**src/rtl/nn_pkg.sv**
```systemverilog
// Shared definitions for the neural-network layer blocks.
//   state_t    : layer sequencer states
//   ACC_MAX    : widest accumulator that sat_round can handle
//   acc_width  : accumulator width that makes a MAC chain overflow-free
//   sat_round  : round-half-up, shift out fraction, saturate to Q_SIZE
package nn_pkg;

    typedef enum logic [2:0] {
        IDLE,
        LOAD,
        STREAM,
        BIAS,
        DONE
    } state_t;

    localparam int ACC_MAX = 128;

    // Full product (2*q_size) plus growth for input_size terms plus a guard bit.
    function automatic int acc_width(input int q_size, input int input_size);
        return 2 * q_size + $clog2(input_size) + 1;
    endfunction

    // Returns a value already clamped to the signed q_size range, carried in
    // ACC_MAX bits so callers can narrow it with a plain size cast.
    function automatic logic signed [ACC_MAX-1:0] sat_round(
        input logic signed [ACC_MAX-1:0] acc,
        input int                        q_size,
        input int                        q_frac
    );
        logic signed [ACC_MAX-1:0] one;
        logic signed [ACC_MAX-1:0] half;
        logic signed [ACC_MAX-1:0] shifted;
        logic signed [ACC_MAX-1:0] max_v;
        logic signed [ACC_MAX-1:0] min_v;
        one     = {{(ACC_MAX-1){1'b0}}, 1'b1};
        half    = (q_frac > 0) ? (one <<< (q_frac - 1)) : '0;
        shifted = (acc + half) >>> q_frac;
        max_v   = (one <<< (q_size - 1)) - one;
        min_v   = -(one <<< (q_size - 1));
        if (shifted > max_v)
            return max_v;
        else if (shifted < min_v)
            return min_v;
        else
            return shifted;
    endfunction

endpackage

```
**src/rtl/mac_neuron.sv**
```systemverilog
// One output neuron of the fully-connected layer.
//   clear    : load acc with serial_in*weight (first element of a vector)
//   accum    : add serial_in*weight to acc
//   finish   : add bias, round, saturate, optional ReLU, register to result
//   serial_in, weight, bias : signed Q-format words
//   relu_en  : clamp negative results to zero (sampled with finish)
//   result   : registered neuron output
module mac_neuron
    import nn_pkg::*;
#(
    parameter int Q_SIZE = 16,
    parameter int Q_FRAC = 8,
    parameter int ACC_W  = 35
) (
    input  logic                     clk,
    input  logic                     rst_n,
    input  logic                     clear,
    input  logic                     accum,
    input  logic                     finish,
    input  logic signed [Q_SIZE-1:0] serial_in,
    input  logic signed [Q_SIZE-1:0] weight,
    input  logic signed [Q_SIZE-1:0] bias,
    input  logic                     relu_en,
    output logic signed [Q_SIZE-1:0] result
);

    logic signed [2*Q_SIZE-1:0]  prod_p0;
    logic signed [ACC_W-1:0]     prod_ext;
    logic signed [ACC_W-1:0]     acc_p1;
    logic signed [ACC_W-1:0]     bias_sh;
    logic signed [ACC_W-1:0]     biased;
    logic signed [ACC_MAX-1:0]   rounded;
    logic signed [Q_SIZE-1:0]    res_next;

    assign prod_p0  = serial_in * weight;
    assign prod_ext = ACC_W'(prod_p0);
    // Bias is a Q-format value; align it with the 2*Q_FRAC product scale.
    assign bias_sh  = ACC_W'(bias) <<< Q_FRAC;
    assign biased   = acc_p1 + bias_sh;
    assign rounded  = sat_round(ACC_MAX'(biased), Q_SIZE, Q_FRAC);
    assign res_next = (relu_en && rounded < 0) ? '0 : Q_SIZE'(rounded);

    // ---- accumulate stage ----
    always_ff @(posedge clk or negedge rst_n) begin
        if (!rst_n)
            acc_p1 <= '0;
        else if (clear)
            acc_p1 <= prod_ext;
        else if (accum)
            acc_p1 <= acc_p1 + prod_ext;
    end

    // ---- output stage ----
    always_ff @(posedge clk or negedge rst_n) begin
        if (!rst_n)
            result <= '0;
        else if (finish)
            result <= res_next;
    end

endmodule

```
**src/rtl/mac_layer.sv**
```systemverilog
// Fully-connected layer engine fed by an upstream Serializer.
//   start             : request to process a new vector (ignored while busy)
//   serial_in         : current activation from the Serializer
//   weight_in         : OUTPUT_SIZE weights for element weight_addr
//   bias_in, relu_en  : per-neuron bias and ReLU enable, used in BIAS
//   serializer_update : load pulse to the Serializer (LOAD)
//   serializer_shift  : shift enable to the Serializer (STREAM)
//   weight_addr       : index of the element on serial_in
//   busy              : high LOAD..BIAS
//   data_out          : registered result vector
//   data_valid        : one-cycle pulse when data_out updates
module mac_layer
    import nn_pkg::*;
#(
    parameter int INPUT_SIZE  = 4,
    parameter int OUTPUT_SIZE = 4,
    parameter int Q_SIZE      = 16,
    parameter int Q_FRAC      = 8
) (
    input  logic                              clk,
    input  logic                              rst_n,
    input  logic                              start,
    input  logic signed [Q_SIZE-1:0]          serial_in,
    input  logic [OUTPUT_SIZE*Q_SIZE-1:0]     weight_in,
    input  logic [OUTPUT_SIZE*Q_SIZE-1:0]     bias_in,
    input  logic                              relu_en,
    output logic                              serializer_update,
    output logic                              serializer_shift,
    output logic [$clog2(INPUT_SIZE)-1:0]     weight_addr,
    output logic                              busy,
    output logic [OUTPUT_SIZE*Q_SIZE-1:0]     data_out,
    output logic                              data_valid
);

    localparam int ADDR_W = $clog2(INPUT_SIZE);
    localparam int ACC_W  = acc_width(Q_SIZE, INPUT_SIZE);

    state_t              state;
    state_t              next_state;
    logic [ADDR_W-1:0]   cnt;

    always_ff @(posedge clk or negedge rst_n) begin
        if (!rst_n) begin
            state <= IDLE;
            cnt   <= '0;
        end else begin
            state <= next_state;
            if (state == LOAD)
                cnt <= ADDR_W'(1);
            else if (state == STREAM)
                cnt <= cnt + 1'b1;
        end
    end

    always_comb begin
        next_state = state;
        case (state)
            IDLE:    if (start) next_state = LOAD;
            LOAD:    next_state = STREAM;
            STREAM:  if (cnt == ADDR_W'(INPUT_SIZE - 1)) next_state = BIAS;
            BIAS:    next_state = DONE;
            DONE:    next_state = start ? LOAD : IDLE;
            default: next_state = IDLE;
        endcase
    end

    always_comb begin
        serializer_update = 1'b0;
        serializer_shift  = 1'b0;
        weight_addr       = '0;
        busy              = 1'b0;
        data_valid        = 1'b0;
        case (state)
            LOAD: begin
                serializer_update = 1'b1;
                busy              = 1'b1;
            end
            STREAM: begin
                serializer_shift = 1'b1;
                weight_addr      = cnt;
                busy             = 1'b1;
            end
            BIAS:    busy       = 1'b1;
            DONE:    data_valid = 1'b1;
            default: ;
        endcase
    end

    for (genvar j = 0; j < OUTPUT_SIZE; j++) begin : g_neuron
        mac_neuron #(
            .Q_SIZE (Q_SIZE),
            .Q_FRAC (Q_FRAC),
            .ACC_W  (ACC_W)
        ) u_neuron (
            .clk       (clk),
            .rst_n     (rst_n),
            .clear     (state == LOAD),
            .accum     (state == STREAM),
            .finish    (state == BIAS),
            .serial_in (serial_in),
            .weight    (weight_in[j*Q_SIZE +: Q_SIZE]),
            .bias      (bias_in[j*Q_SIZE +: Q_SIZE]),
            .relu_en   (relu_en),
            .result    (data_out[j*Q_SIZE +: Q_SIZE])
        );
    end

endmodule

```
**config.mk**
```make
export PLATFORM = sky130hd
export DESIGN_NAME = mac_layer
export DESIGN_NICKNAME = d
export VERILOG_FILES = /design/src/rtl/nn_pkg.sv /design/src/rtl/mac_neuron.sv /design/src/rtl/mac_layer.sv
export SDC_FILE = /design/constraint.sdc
export NUM_CORES = 2
export LEC_CHECK = 0
export BUFFER_PORTS_ARGS = -buffer_cell sky130_fd_sc_hd__buf_2
export CAP_MARGIN = 5
export CORE_UTILIZATION = 30
export DETAILED_ROUTE_END_ITERATION = 8
export GPL_ROUTABILITY_DRIVEN = 0
export SLEW_MARGIN = 20
export SYNTH_ARGS = -nofsm -noshare
export SYNTH_HDL_FRONTEND = slang
export SYNTH_HIERARCHICAL = 1
export SYNTH_SLANG_ARGS = --single-unit
```
**constraint.sdc**
```tcl
create_clock -name clk -period 11.71 [get_ports clk]
set_input_delay 0 -clock clk [delete_from_list [all_inputs] [get_ports clk]]
set_output_delay 0 -clock clk [all_outputs]
set_load 0.01 [all_outputs]
```
# [Word level (Yosys, flattened, before mapping)]
# Cells that the tools add are included.
[classes] reduce_logical=8 eq_ne=7 n_mul=4 n_mux=31 magnitude_cmp=12 add_sub_neg=13
[op_table] cell="$mux W128" count=8
[op_table] cell="$lt A128 B1 Y1 const B" count=4
[op_table] cell="$mux W35" count=8
[op_table] cell="$add A35 B9 Y36 const B" count=4
[op_table] cell="$add A35 B24 Y35" count=4
[op_table] cell="$add A35 B32 Y35" count=4
[op_table] cell="$mul A16 B16 Y32" count=4
[op_table] cell="$gt A28 B16 Y1 const B" count=4
[op_table] cell="$lt A28 B16 Y1 const B" count=4
[op_table] cell="$mux W16" count=4
[op_table] cell="$pmux W3 S5" count=1
[op_table] cell="$eq A3 B2 Y1 const B" count=2
[op_table] cell="$mux W2" count=3
[op_table] cell="$mux W3" count=2
[op_table] cell="$mux W1" count=5
[op_table] cell="$logic_and A1 B1 Y1" count=4
[op_table] cell="$ne A2 B2 Y1 const B" count=2
[op_table] cell="$eq A3 B1 Y1 const B" count=1
[op_table] cell="$eq A3 B3 Y1 const B" count=1
[op_table] cell="$logic_not A3 Y1" count=1
[op_table] cell="$reduce_or A3 Y1" count=1
[op_table] cell="$add A2 B1 Y2 const B" count=1
[op_table] cell="$eq A2 B2 Y1 const B" count=1
[op_table] cell="$reduce_and A2 Y1" count=1
[op_table] cell="$reduce_bool A2 Y1" count=1
[word_totals] output_inout_bits=70 elab_cells=85 reg_bits=209

# [Logic depth before layout (Yosys ltp)]
[logic_depth] depth_word=8 depth_mapped=36

# [By module]
# The synthesis kept the hierarchy.
[modules_own_cells] mod="mac_neuron at g_neuron[1].u_neuron" cells_per_inst=1932 instances=1 area_each_um2=16553.4
[modules_own_cells] mod="mac_neuron at g_neuron[2].u_neuron" cells_per_inst=1938 instances=1 area_each_um2=16497.1
[modules_own_cells] mod="mac_neuron at g_neuron[0].u_neuron" cells_per_inst=1934 instances=1 area_each_um2=16409.5
[modules_own_cells] mod="mac_neuron at g_neuron[3].u_neuron" cells_per_inst=1883 instances=1 area_each_um2=16181.8
[modules_own_cells] mod="mac_layer" cells_per_inst=30 instances=1 area_each_um2=322.8

# [Worst setup path before layout]
# No wires, ideal clock.
[synth_path] path_kind="input-to-reg" from="input port weight_in[25]" to="register g_neuron[1].u_neuron.acc_p1[34]" stages=33 setup_time_ps=94 path_buffers=1 slack_ps=3858 arrival_ps=7758 path_cell_list="clkbuf_1 > nand2_1 > fa_1 > inv_1 > fa_1 > inv_1 > fa_1 > inv_1 > fa_1 > fa_1 > inv_1 > fa_1 > inv_1 > ha_1 > and4_1 > and3_1 > a211o_2 > a31oi_4 > or2b_1 > a21oi_1 > xnor2_1 > ha_1 > a21o_1 > a21oi_1 > nor2b_1 > nor4_1 > o41ai_1 > a21o_1 > o2111ai_1 > a31oi_1 > and4b_1 > a211o_1 > a221oi_2"
[synth_via] elab_chain_len=4
[synth_rtl] element="start: declaration" line="mac_layer.sv:24" rtl="input logic [OUTPUT_SIZE*Q_SIZE-1:0] weight_in,"
[synth_rtl] element="$mul A16 B16 Y32 (*)" line="mac_neuron.sv:35" rtl="assign prod_p0 = serial_in * weight;"
[synth_rtl] element="$add A35 B32 Y35" line="mac_neuron.sv:50" rtl="acc_p1 <= acc_p1 + prod_ext;"
[synth_rtl] element="$mux W35" line="mac_neuron.sv:49" rtl="else if (accum)"
[synth_rtl] element="$mux W35 (*)" line="mac_neuron.sv:47" rtl="else if (clear)"
[synth_rtl] element="end signal: assignment" line="mac_neuron.sv:48" rtl="acc_p1 <= prod_ext;"
[synth_rtl] element="end signal: assignment" line="mac_neuron.sv:50"
[synth_rtl] element="end: declaration" line="mac_neuron.sv:29" rtl="logic signed [ACC_W-1:0] acc_p1;"
# Every way passes the cells marked *; elsewhere a longest branch is shown, timed or not. The select of a mux whose other input is x is not followed.
# A chain may end at the register's enable or synchronous reset.

# [Worst setup path after layout]
[layout_path] from="input port serial_in[5]" to="register g_neuron[0].u_neuron.acc_p1[34]"
[layout_via] elab_chain_len=4
[layout_rtl] element="start: declaration" line="mac_layer.sv:23" rtl="input logic signed [Q_SIZE-1:0] serial_in,"
[layout_rtl] element="$mul A16 B16 Y32 (*)" line="mac_neuron.sv:35"
[layout_rtl] element="$add A35 B32 Y35" line="mac_neuron.sv:50"
[layout_rtl] element="$mux W35" line="mac_neuron.sv:49"
[layout_rtl] element="$mux W35 (*)" line="mac_neuron.sv:47"
[layout_rtl] element="end signal: assignment" line="mac_neuron.sv:48"
[layout_rtl] element="end signal: assignment" line="mac_neuron.sv:50"
[layout_rtl] element="end: declaration" line="mac_neuron.sv:29"
# Marks and branches as above.

==> flow_metrics.env <==
export IMPL_status="completed"
export IMPL_synth_area_leaders="fa_1 32%, ha_1 11%, dfrtp_1 7.9%"
export IMPL_synthFlopType="dfrtp_1"
export IMPL_clkTransAtPathRegs_ns=0.05
export IMPL_critPathCaptureType="register"
export IMPL_ys_ff_latch=209
export IMPL_routedWlPerCell_um=17.27
export IMPL_fillers=22655
export IMPL_dieHeight_um=470.9
export IMPL_syn_nets=9514
export IMPL_slew_headroom_pct=25.16
export IMPL_synth_cells=7717
export IMPL_drt_wl_total_um=184000
export IMPL_critPathLaunchType="primary input"
export IMPL_clock_latency_ns=0.60
export IMPL_post_route_drc_count=0
export IMPL_criticalPathCategory="in2reg"
export IMPL_synth_commonest_cells="1340 x inv_1, 1056 x fa_1, 839 x nand2_1, 593 x ha_1, 514 x and2_1"
export IMPL_hold_violations=0
export IMPL_overflow=0
export IMPL_synth_edf_count=0
export IMPL_arrival_ns=9.65
export IMPL_max_cap_violations=0
export IMPL_multi_input_area_sq_mm=0.05460
export IMPL_grt_pass1_wl_um=297500
export IMPL_ant_nets=0
export IMPL_setup_viol=0
export IMPL_cpMostUsedCell="fa_1"
export IMPL_worstHoldPathType="in2async"
export IMPL_crit_slowest_cell="a2111oi_0"
export IMPL_post_cts_setup_buffer_count=0
export IMPL_rows=171
export IMPL_seq_area_sq_mm=0.005230
export IMPL_critPathRequiredTime_ns=12.22
export IMPL_dp_hpwl_um=148700
export IMPL_crit_fanout=42
export IMPL_synthDistinctLibCells=137
export IMPL_ioPinCount=218
export IMPL_via_per_inst=5.034
export IMPL_post_route_util_pct=32.62
export IMPL_initial_utilization_pct=30.29
export IMPL_cts_sinks=209
export IMPL_tns_ns=0
export IMPL_cpPeakStageDelay_ns=0.85
export IMPL_tightestPinTransition_ns=1.108
export IMPL_grt_max_degree=87
export IMPL_yosysMostFrequentCell="inv_1"
export IMPL_htreeDepth=2
export IMPL_r2r_setup_slack_ns=5.73
export IMPL_syn_area_sq_mm=0.06596
export IMPL_slew_violations=0
export IMPL_yosys_warnings=6
export IMPL_syn_area_per_cell_sq_um=8.548
export IMPL_netlist_area_leader_share_pct=32.05
export IMPL_cts_root_buf="clkbuf_16"
export IMPL_antenna_found_initial=54
export IMPL_die_w_um=470.9
export IMPL_drt_pass1_iter_count=6
export IMPL_io_buffers=217
export IMPL_fin_crit_sh_pct=78.05
export IMPL_grt_use_total_pct=16.54
export IMPL_cts_tree="yes"
export IMPL_grt_setup_unrepaired="false"
export IMPL_skew_ns=0.03468
export IMPL_fin_crit_ns=9.140
export IMPL_crit_family="adder cells"
export IMPL_whs_ns=0.03515
export IMPL_grt_pass1_vias=54408
export IMPL_design_core_area_sq_mm=0.2178
export IMPL_drtIter0Drc=3182
export IMPL_fp_dieArea_sq_mm=0.2218
export IMPL_clk_path_buf_depth=3
export IMPL_yosys_area_top_type="fa_1"
export IMPL_cts_buffers=34
export IMPL_async_flop_share_pct=100.0
export IMPL_layout_nets=9548
export IMPL_fmax_ghz=0.1094
export IMPL_path_buf_inv=6
export IMPL_area_growth_pct=7.709
export IMPL_vias=53633
export IMPL_drive_above_1_share_pct=6.136
export IMPL_yosysSeqAreaShare_pct=7.929
layer usage:
layer  GRT usage, %  wire length [um]  vias to the layer above
met5              0               244                        -
met4          4.600              4461                       38
met3          2.128              9502                      204
met2          27.18             85740                     1281
met1          22.65             84070                    26863
li1               -                 -                    25247
worst register-to-register path, cell delays in order, from the launching register on:
cell	delay [ns]
dfrtp_1	0.39
ha_1	0.23
inv_1	0.08
fa_1	0.41
xor2_1	0.22
nor3b_1	0.31
nor3b_1	0.32
nor4b_2	0.40
nand4_1	0.34
nor3_1	0.24
nand4_1	0.26
or4_1	0.49
o21ai_2	0.65
ha_1	0.43
nor2_1	0.56
nand2_1	0.15
nand2_1	0.15
o22ai_1	0.08
a21oi_1	0.18
cell families after synthesis:
family | Yosys count | synth area share, %
buffers and inverters | 1601 | 9.336
flip-flops | 209 | 7.929
AND/OR/NAND/NOR | 2319 | 17.76
multiplexers | 102 | 1.601
adder cells (fa/ha/maj) | 1649 | 43.30
XOR/XNOR | 386 | 5.136
AO/OA/AOI/OAI | 1451 | 14.94
state kept, by name, summed over array words and instances, names as in the netlist:
name,count
g_neuron.u_neuron/acc_p1,140
g_neuron.u_neuron/result,64
cnt,2
state,3
placed cells by master, fill, tap and decap left out, types with 116 or more instances in the layout:
cell type	instances
a21o_1	158
fa_1	1056
nand2_1	839
a21oi_1	399
and2_1	514
ha_1	593
nor2_1	335
nor3_1	116
inv_1	1340
xnor2_1	274
dfrtp_1	209
o21ai_0	268
buf_2	216
cell type report:
cell class,count,share of cell area [%]
antenna,27,0.09510
clock buffer,43,1.345
clock inverter,16,0.2219
inverter,1342,7.090
multi-input combinational,5907,76.85
sequential,209,7.361
tap,2854,5.026
timing repair buffer,257,2.011
per-stage QoR:
step / instance area (sq um) / instances / setup WS (ns)
3_5_place_dp: 69840 / 10566 / 2.034
6_report: 71050 / 10655 / 2.570
2_1_floorplan: 65960 / 7717 / 3.858
5_1_grt: 71020 / 10645 / 1.951
4_1_cts: 70980 / 10628 / 2.639
3_3_place_gp: 69830 / 10566 / 2.090
path summary, 6_finish.rpt:
kind,cells after the start,end,from
max in group asynchronous,4,g_neuron[3].u_neuron/acc_p1[18],rst_n
worst max-delay path,33,g_neuron[0].u_neuron/acc_p1[34],serial_in[5]
worst min-delay path,2,g_neuron[0].u_neuron/result[14],rst_n
worst min register to register,2,g_neuron[3].u_neuron/result[14],g_neuron[3].u_neuron/result[14]
worst max register to register,18,g_neuron[2].u_neuron/result[5],g_neuron[2].u_neuron/acc_p1[8]
min in group clk,4,g_neuron[2].u_neuron/acc_p1[0],weight_in[32]
timing repair:
item	4_1_cts	5_1_grt
hold buffers	3	0
gates resized for setup	0	0
hold endpoints to repair	88	0
Power is not shown: default switching activity piles up to over one toggle a cycle in this logic, so the estimate is an artifact.
